$ cat src/rtl/status_pkg.sv
// Shared definitions for the status-word unit: flag positions inside the
// CPSR, condition-code encodings, processor mode encodings and FSM states.
package status_pkg;

  // Bit positions of the arithmetic flags inside the 32-bit status word.
  localparam int FLAG_N = 31;
  localparam int FLAG_Z = 30;
  localparam int FLAG_C = 29;
  localparam int FLAG_V = 28;

  // Condition-field encodings of the ID-stage instruction.
  localparam logic [3:0] COND_EQ = 4'h0;
  localparam logic [3:0] COND_NE = 4'h1;
  localparam logic [3:0] COND_CS = 4'h2;
  localparam logic [3:0] COND_CC = 4'h3;
  localparam logic [3:0] COND_MI = 4'h4;
  localparam logic [3:0] COND_PL = 4'h5;
  localparam logic [3:0] COND_VS = 4'h6;
  localparam logic [3:0] COND_VC = 4'h7;
  localparam logic [3:0] COND_HI = 4'h8;
  localparam logic [3:0] COND_LS = 4'h9;
  localparam logic [3:0] COND_GE = 4'hA;
  localparam logic [3:0] COND_LT = 4'hB;
  localparam logic [3:0] COND_GT = 4'hC;
  localparam logic [3:0] COND_LE = 4'hD;
  localparam logic [3:0] COND_AL = 4'hE;
  localparam logic [3:0] COND_NV = 4'hF;

  // CPSR[4:0] mode encodings.
  localparam logic [4:0] MODE_USR_ENC = 5'b10000;
  localparam logic [4:0] MODE_IRQ_ENC = 5'b10010;

  // Exception FSM: normal operation or inside an exception handler.
  typedef enum logic [0:0] {
    ST_USR = 1'b0,
    ST_IRQ = 1'b1
  } st_t;

endpackage

$ cat src/rtl/status_reg_unit_cond_check.sv
// Condition-code evaluator: decides whether an instruction with the given
// 4-bit condition field may execute under the supplied {N,Z,C,V} flags.
module cond_check
  import status_pkg::*;
(
  input  logic [3:0] i_cond,
  input  logic [3:0] i_flags,
  output logic       o_ok
);

  logic w_n;
  logic w_z;
  logic w_c;
  logic w_v;

  assign w_n = i_flags[3];
  assign w_z = i_flags[2];
  assign w_c = i_flags[1];
  assign w_v = i_flags[0];

  // Decode the condition field against the flags.
  always_comb begin
    o_ok = 1'b0;
    case (i_cond)
      COND_EQ: o_ok = w_z;
      COND_NE: o_ok = ~w_z;
      COND_CS: o_ok = w_c;
      COND_CC: o_ok = ~w_c;
      COND_MI: o_ok = w_n;
      COND_PL: o_ok = ~w_n;
      COND_VS: o_ok = w_v;
      COND_VC: o_ok = ~w_v;
      COND_HI: o_ok = w_c & ~w_z;
      COND_LS: o_ok = ~w_c | w_z;
      COND_GE: o_ok = (w_n == w_v);
      COND_LT: o_ok = (w_n != w_v);
      COND_GT: o_ok = ~w_z & (w_n == w_v);
      COND_LE: o_ok = w_z | (w_n != w_v);
      COND_AL: o_ok = 1'b1;
      COND_NV: o_ok = 1'b0;
      default: o_ok = 1'b0;
    endcase
  end

endmodule

$ cat src/rtl/status_reg_unit.sv
// Processor status word owner: captures ALU flags on S-bit instructions,
// evaluates the ID-stage condition field and saves/restores the CPSR
// through the SPSR on exception entry and return.
module status_reg_unit
  import status_pkg::*;
#(
  parameter logic       BYPASS   = 1'b1,
  parameter logic [4:0] MODE_USR = MODE_USR_ENC,
  parameter logic [4:0] MODE_IRQ = MODE_IRQ_ENC
) (
  input  logic        clk,
  input  logic        rst,
  input  logic        freeze,
  input  logic        exe_valid,
  input  logic        exe_s,
  input  logic [3:0]  exe_status_bits,
  input  logic [3:0]  id_cond,
  input  logic        exc_enter,
  input  logic        exc_return,
  output logic        cond_ok,
  output logic [31:0] status_reg_out,
  output logic [31:0] spsr_out,
  output logic        in_exc,
  output logic        nest_err
);

  // State registers.
  st_t         r_state;
  logic [3:0]  r_flags;
  logic [4:0]  r_mode;
  logic [31:0] r_spsr;
  logic        r_in_exc;
  logic        r_nest_err;

  // Next-state values.
  st_t         w_state_nxt;
  logic [3:0]  w_flags_nxt;
  logic [4:0]  w_mode_nxt;
  logic [31:0] w_spsr_nxt;
  logic        w_in_exc_nxt;
  logic        w_nest_err_nxt;

  // Request decode.
  logic        w_wr_flags;
  logic [3:0]  w_eff_flags;
  logic        w_enter_ok;
  logic        w_return_ok;
  logic        w_req_any;
  logic [31:0] w_cpsr;

  assign w_wr_flags  = exe_valid & exe_s & ~freeze;
  assign w_req_any   = exc_enter | exc_return;
  assign w_enter_ok  = (r_state == ST_USR) & exc_enter & ~exc_return;
  assign w_return_ok = (r_state == ST_IRQ) & exc_return & ~exc_enter;

  // Flags seen by the condition check: the ones being written this cycle
  // when bypassing, otherwise the registered copy.
  always_comb begin
    w_eff_flags = r_flags;
    if (BYPASS && w_wr_flags) begin
      w_eff_flags = exe_status_bits;
    end else begin
      w_eff_flags = r_flags;
    end
  end

  // Assemble the full CPSR image from flags and mode; other bits read 0.
  always_comb begin
    w_cpsr                 = 32'h0000_0000;
    w_cpsr[FLAG_N:FLAG_V]  = r_flags;
    w_cpsr[4:0]            = r_mode;
  end

  cond_check u_cond_check (
    .i_cond  (id_cond),
    .i_flags (w_eff_flags),
    .o_ok    (cond_ok)
  );

  // Next-state logic: flag capture, exception entry/return and nesting errors.
  always_comb begin
    w_state_nxt    = r_state;
    w_flags_nxt    = r_flags;
    w_mode_nxt     = r_mode;
    w_spsr_nxt     = r_spsr;
    w_in_exc_nxt   = r_in_exc;
    w_nest_err_nxt = 1'b0;
    if (freeze) begin
      w_nest_err_nxt = 1'b0;
    end else begin
      case (r_state)
        ST_USR: begin
          if (w_wr_flags) begin
            w_flags_nxt = exe_status_bits;
          end else begin
            w_flags_nxt = r_flags;
          end
          if (w_enter_ok) begin
            w_spsr_nxt                   = w_cpsr;
            w_spsr_nxt[FLAG_N:FLAG_V]    = w_eff_flags;
            w_mode_nxt                   = MODE_IRQ;
            w_state_nxt                  = ST_IRQ;
          end else begin
            w_state_nxt = ST_USR;
          end
        end
        ST_IRQ: begin
          if (w_return_ok) begin
            // Restore wins over a flag write in the same cycle.
            w_flags_nxt = r_spsr[FLAG_N:FLAG_V];
            w_mode_nxt  = r_spsr[4:0];
            w_state_nxt = ST_USR;
          end else if (w_wr_flags) begin
            w_flags_nxt = exe_status_bits;
          end else begin
            w_flags_nxt = r_flags;
          end
        end
        default: begin
          w_state_nxt = ST_USR;
          w_mode_nxt  = MODE_USR;
        end
      endcase
      w_in_exc_nxt   = (w_state_nxt == ST_IRQ);
      w_nest_err_nxt = w_req_any & ~w_enter_ok & ~w_return_ok;
    end
  end

  // State register with asynchronous reset to normal mode.
  always_ff @(posedge clk or posedge rst) begin
    if (rst) begin
      r_state    <= ST_USR;
      r_flags    <= 4'h0;
      r_mode     <= MODE_USR;
      r_spsr     <= 32'h0000_0000;
      r_in_exc   <= 1'b0;
      r_nest_err <= 1'b0;
    end else begin
      r_state    <= w_state_nxt;
      r_flags    <= w_flags_nxt;
      r_mode     <= w_mode_nxt;
      r_spsr     <= w_spsr_nxt;
      r_in_exc   <= w_in_exc_nxt;
      r_nest_err <= w_nest_err_nxt;
    end
  end

  assign status_reg_out = w_cpsr;
  assign spsr_out       = r_spsr;
  assign in_exc         = r_in_exc;
  assign nest_err       = r_nest_err;

endmodule
$ cat config.mk
export PLATFORM = sky130hd
export DESIGN_NAME = status_reg_unit
export DESIGN_NICKNAME = d
export VERILOG_FILES = /design/src/rtl/status_pkg.sv /design/src/rtl/status_reg_unit_cond_check.sv /design/src/rtl/status_reg_unit.sv
export SDC_FILE = /design/constraint.sdc
export NUM_CORES = 1
export LEC_CHECK = 0
export ABC_CLOCK_PERIOD_IN_PS = 2400
export BUFFER_PORTS_ARGS = -buffer_cell sky130_fd_sc_hd__buf_2
export CAP_MARGIN = 30
export CORE_MARGIN = 1.5
export CORE_UTILIZATION = 30
export CTS_BUF_LIST = sky130_fd_sc_hd__clkbuf_8
export DETAILED_ROUTE_END_ITERATION = 12
export GPL_TIMING_DRIVEN = 0
export PLACE_DENSITY_LB_ADDON = 0.1
export SETUP_SLACK_MARGIN = 0.02
export SYNTH_ARGS = -nofsm -noshare
export SYNTH_HDL_FRONTEND = slang
export SYNTH_HIERARCHICAL = 1
export SYNTH_SLANG_ARGS = --single-unit
$ cat constraint.sdc
create_clock -name clk -period 2.4 [get_ports clk]
set_input_delay 0.12 -clock clk [delete_from_list [all_inputs] [get_ports clk]]
set_output_delay 0.12 -clock clk [all_outputs]
set_load 0.1 [all_outputs]
==> flow_summary_export.csv, run 1 <==
group,metric,value,unit
timing,worstMarginPinSlew,0.759,ns
yosys,synth_top_area_share,32.1,%
routing,first_pass_iters,4,
yosys,syn-instance-count,151,
setup_path,crit_buf_inv,1,
clocking,cts_tree,"done",
routing,wl,3040,um
routing,drc,0,
yosys,ys_async_sr_fraction,100,%
floorplanning,start_util,31.2,%
clocking,insertion_delay,0.26,ns
pwr,sequentialPowerShare,22.0,%
yosys,avgSynthCellArea,9.81,um2
floorplanning,core_area,4750,um2
setup_path,r2r_cells,3,
yosys,yosys_register_bits,20,
placed_design,dp_hpwl,2290,um
grt,grt_pass1_vias,998,
timing,holdWs,-0.0142,ns
pwr,p_leak,0.00106,uW
routing,drtIter0Drc,21,
yosys,yosys_warnings,6,
clocking,cts_root_buf,"clkbuf_8",
setup_path,ff2ff_setup_slack,1.08,ns
timing,setup_viol,0,
timing,finalHoldViolCount,19,
grt,grt_pass1_wl,4430,um
cells_and_area,num_antenna_cells,0,
floorplanning,ios,82,
yosys,yosys-top-cells-area,"dfrtp_1, buf_4, mux2_2",
routing,vias,1142,
setup_path,required,2.28,ns
pwr,ir_worst_vdd,0.825,mV
yosys,ys_types,35,
routing,viasPerCell,3.82,
timing,skew,0.00163,ns
timing,slew_violations,0,
pwr,finalPower,2450,uW
grt,grt-busiest-layer,"met2",
floorplanning,dieArea,5370,um2
setup_path,end_kind,"output port",
timing,period_share,97.5,%
grt,grt_util_met1,12.8,%
timing,period_needed,2.34,ns
placed_design,place_area,1930,um2
pwr,swShare,63.2,%
cells_and_area,final_cell_mix,"buf_4, conb_1, buf_2",
yosys,synth_edf_count,0,
cells_and_area,drive_gt1_share,49.1,%
yosys,seq_area_frac_synth,33.9,%
yosys,yosys.area.top_type,"dfrtp_1",
setup_path,start_kind,"flop",
grt,grt.total_usage,10.5,%
setup_path,arrival,2.22,ns
setup_path,slowest_stage,"dfrtp_4",
floorplanning,die_x,73.3,um
clocking,cts.path.max_buffers,2,
setup_path,path_cells,"mux2_4 > xor2_2 > xor2_1 > a2111oi_2 > a311oi_2 > o22ai_4 > buf_8",
pwr,p_sw,1550,uW
run_status,violations,"negative hold slack",
routing,ant_nets,0,
setup_path,r2r-end,"spsr_out[29]",
clocking,h-tree-depth,1,
timing,timing.fmax,427,MHz
clocking,cts_num_sinks,20,
pwr,power_density,1220,nW/um2
cells_and_area,area_delta_synth_final,35.6,%
cells_and_area,finalNonFillerCells,299,
setup_path,r2r_start,"in_exc",
placed_design,dp_cells,295,
clocking,clkTransAtPathRegs,0.07,ns
clocking,cts_buffers,3,
floorplanning,die_y,73.3,um
placed_design,portBuffers,32,
placed_design,place_congestion,0.754,
grt,globalRouteMet3Util,1.65,%
yosys,ys_dominant_reg_cell,"dfrtp_1",
grt,grt_antenna_before_repair,0,
cells_and_area,layout.nets,248,
hold_path,hold_class,"in2async",
grt,gr-total-overflow,0,
grt,gr-usage-met2,18.7,%
pwr,power_frac_clock,10.5,%
timing,relSlewSlack,49.4,%
cells_and_area,postLayoutCellArea,2010,um2
grt,grt_max_degree,21,
yosys,synth_area,1480,um2
setup_path,crit_family,"compound AO/OA/AOI/OAI gates",
setup_path,critPathKind,"reg2out",
setup_path,worstPathMaxFanout,3,
cells_and_area,final_common_cell,"buf_4",
pwr,p_comb_share,67.5,%
floorplanning,fp-row-count,25,
pwr,intPower,900,uW
run,maxCapViolCount,0,
setup_path,critPathMaxStageDelay,0.48,ns
routing,wire_per_inst,10.2,um
run_status,status,"complete, but fails checks",
-- timing repair --
action / in CTS / in global routing
resized for setup: 3 / 2
setup endpoints to repair: 1 / 1
pin swaps: 1 / 0
buffers inserted: 0 / 0
hold buffers: 0 / 0
-- per-layer routing --
layer | up-vias | share of wire (%)
met3 | 2 | 6.6
met4 | 0 | 0.23
met2 | 41 | 49
li1 | 599 | -
met5 | - | 0
met1 | 500 | 45
-- area by class of cell --
| cell class | instances | area (um2) |
|---|---|---|
| Clock buffer | 4 | 55.1 |
| Tap cell | 67 | 83.8 |
| Fill cell | 506 | 2750 |
| Inverter | 3 | 11.3 |
| Buffer | 52 | 384 |
| Timing Repair Buffer | 32 | 170 |
| Sequential cell | 20 | 512 |
| Multi-Input combinational cell | 121 | 793 |
-- synthesized netlist by cell type (all sizes together), types with 3 or more instances --
cell type / n
o22ai: 4
xor2: 3
a21oi: 7
dfrtp: 19
o21ai: 5
nor3: 5
o32ai: 4
mux2: 13
nor2: 13
inv: 3
buf: 50
-- sequential cells by signal, summed over array words and instances (netlist names) --
signal	cells
spsr_out	9
r_mode	5
r_flags	4
in_exc	1
nest_err	1
-- power groups by stage --
stage	logic (uW)	clock network, uW	registers (uW)
floorplan	651	0	1340
global placement	1630	0	547
detailed placement	1630	0	546
CTS	1650	268	540
global route	1700	279	558
finish	1650	257	540
-- cell families after synthesis --
family          synth area share, %
simple gates                   14.1
flops                          33.9
buf+inv                        26.7
other cells                   0.253
mux                            11.2
xor+xnor                       2.37
compound gates                 11.5
-- worst max-delay path by stage --
stage / start / to / slack [ns] / depth (start not counted)
floorplan: r_flags[0] / cond_ok / -0.008 / 6
global placement: freeze / cond_ok / -0.06 / 10
detailed placement: freeze / cond_ok / -0.06 / 10
CTS: r_flags[0] / cond_ok / 0.03 / 7
global route: r_flags[0] / cond_ok / -0.05 / 7
finish: r_flags[0] / cond_ok / 0.06 / 7
-- per-stage QoR --
stage	utilization, %	hold slack, ns	setup TNS (ns)	setup slack (ns)
4_1_cts	42.0	0.0231	0	0.0299
2_1_floorplan	-	0.0830	-0.00839	-0.00839
3_3_place_gp	40.7	0.316	-0.0614	-0.0614
3_5_place_dp	40.7	0.306	-0.0553	-0.0553
5_1_grt	42.3	0.0570	-0.0534	-0.0534
6_report	42.3	-0.0142	0	0.0605
Note: power is estimated with default switching activity, not from simulation.
==> run 2, diff against run 1 <==
--- a/config.mk
+++ b/config.mk
@@ -5,7 +5,7 @@
 export SDC_FILE = /design/constraint.sdc
 export NUM_CORES = 1
 export LEC_CHECK = 0
-export ABC_CLOCK_PERIOD_IN_PS = 2400
+export ABC_CLOCK_PERIOD_IN_PS = 2550
 export BUFFER_PORTS_ARGS = -buffer_cell sky130_fd_sc_hd__buf_2
 export CAP_MARGIN = 30
 export CORE_MARGIN = 1.5
==> constraint.sdc (replaced) <==
create_clock -name clk -period 2.55 [get_ports clk]
set_input_delay 0.1275 -clock clk [delete_from_list [all_inputs] [get_ports clk]]
set_output_delay 0.1275 -clock clk [all_outputs]
set_load 0.1 [all_outputs]
==> flow_summary_export.csv, run 2 (synthesis results as in run 1) <==
group,metric,value,unit
grt,grt.total_usage,10.5,%
pwr,p_leak,0.00105,uW
floorplanning,start_util,31.2,%
clocking,cts_num_sinks,20,
clocking,post_cts_resized,1,
clocking,cts_tree,"done",
setup_path,arrival,2.23,ns
routing,first_pass_iters,4,
setup_path,start_kind,"flop",
timing,worstMarginPinSlew,0.789,ns
floorplanning,core_area,4750,um2
setup_path,path_cells,"mux2_2 > xor2_2 > xor2_1 > a2111oi_1 > a311oi_1 > o22ai_4 > buf_6",
cells_and_area,largest_reg_flops,9,
setup_path,crit_path_end,"cond_ok",
timing,period_share,92.3,%
timing,skew,0.00209,ns
placed_design,dp_slack,0.0320,ns
timing,setup_viol,0,
grt,grt_max_degree,21,
routing,drtIter0Drc,32,
clocking,cts_hold_buf,0,
routing,wire_per_inst,10.0,um
run_status,status,"complete, no violations",
cells_and_area,area_delta_synth_final,32.9,%
pwr,ir_worst_vdd,0.709,mV
cells_and_area,drive_gt1_share,47.0,%
cells_and_area,final_cell_mix,"buf_4, conb_1, buf_2",
clocking,insertion_delay,0.26,ns
pwr,finalPower,2250,uW
timing,rsz0062_at_grt,"false",
clocking,cts.path.max_buffers,2,
hold_path,hold_class,"in2async",
timing,slew_violations,0,
floorplanning,ios,82,
floorplanning,die_x,73.3,um
setup_path,ff2ff_setup_slack,1.20,ns
timing,relSlewSlack,47.3,%
cells_and_area,finalNonFillerCells,299,
setup_path,critPathMaxStageDelay,0.41,ns
grt,grt_pass1_wl,4420,um
run,maxCapViolCount,0,
floorplanning,dieArea,5370,um2
clocking,clkTransAtPathRegs,0.08,ns
setup_path,r2r-end,"r_flags[3]",
clocking,cts_root_buf,"clkbuf_8",
routing,drc,0,
cells_and_area,final_common_cell,"buf_4",
grt,grt_util_met1,14.7,%
placed_design,dp_cells,295,
grt,grt_pass1_vias,932,
pwr,power_density,1140,nW/um2
setup_path,critPathKind,"reg2out",
placed_design,place_area,1910,um2
timing,finalWorstSetupSlack,0.195,ns
placed_design,portBuffers,32,
setup_path,required,2.42,ns
grt,grt_antenna_before_repair,0,
setup_path,cp-startpoint,"r_flags[3]",
floorplanning,fp-row-count,25,
placed_design,place_congestion,0.824,
setup_path,worstPathMaxFanout,3,
grt,gr-usage-met2,16.1,%
routing,wl,3000,um
setup_path,r2r_start,"in_exc",
clocking,cts_buffers,3,
placed_design,dp_hpwl,2330,um
timing,setup-tns-final,0,ns
clocking,postCtsSetupRepairBufs,0,
routing,viasPerCell,3.84,
grt,globalRouteMet3Util,2.19,%
routing,ant_nets,0,
cells_and_area,num_antenna_cells,0,
timing,period_needed,2.35,ns
timing,timing.fmax,425,MHz
floorplanning,die_y,73.3,um
grt,grt-busiest-layer,"met2",
cells_and_area,layout.nets,248,
setup_path,end_kind,"output port",
grt,gr-total-overflow,0,
clocking,h-tree-depth,1,
setup_path,slowest_stage,"dfrtp_2",
setup_path,r2r_cells,4,
timing,finalHoldViolCount,0,
routing,vias,1147,
cells_and_area,postLayoutCellArea,1970,um2
[run 2: cell count changes in the layout (fill, tap and decap cells not counted), moves of 2 or more]
cell     previous run  this run
mux2_2             11        13
mux2_4              2         0
dfrtp_1            15        17
dfrtp_4             2         0
[run 2: where the power goes]
part	switching, uW	total [uW]	internal, uW	leakage [uW]
clock network	105	212	107	0.0000269
logic	1270	1540	270	0.000786
registers	78.6	503	424	0.000236
total	1450	2250	801	0.00105
[run 2: metrics by stage]
| step | utilization (%) | hold slack, ns |
|---|---|---|
| after floorplan | - | 0.0904 |
| final | 41.4 | 0.0101 |
| after CTS | 41.2 | 0.0445 |
| after global placement | 40.2 | 0.326 |
| after global routing | 41.4 | 0.0810 |
| after detailed placement | 40.2 | 0.328 |
[run 2: cell type report]
class | count | area [um2]
sequential | 20 | 504
fill | 499 | 2790
timing repair buffer | 32 | 166
tap | 67 | 83.8
multi-input combinational | 121 | 774
clock buffer | 3 | 41.3
buffer | 52 | 384
inverter | 3 | 11.3
clock inverter | 1 | 3.75
[run 2: how the worst min path moves through the flow]
stage / from / to / slack (ns) / cells past startpoint
5_1_grt: rst / spsr_out[29] / 0.08 / 2
4_1_cts: rst / spsr_out[3] / 0.04 / 2
6_report: rst / nest_err / 0.01 / 2
3_5_place_dp: rst / spsr_out[3] / 0.33 / 2
3_3_place_gp: rst / spsr_out[3] / 0.33 / 2
2_1_floorplan: rst / in_exc / 0.09 / 1
[run 2: critical path, delay by kind of cell, from the launching register on]
| family | cells | cell delay, ns |
|---|---|---|
| AO/OA/AOI/OAI | 3 | 0.65 |
| XOR/XNOR | 2 | 0.35 |
| flip-flops | 1 | 0.41 |
| multiplexers | 1 | 0.31 |
| buffers and inverters | 1 | 0.24 |
[run 2: routing by layer]
metal | vias to the layer above | routed length (um)
met5 | - | 0
li1 | 598 | -
met2 | 59 | 1280
met4 | 0 | 37
met3 | 5 | 304
met1 | 485 | 1370
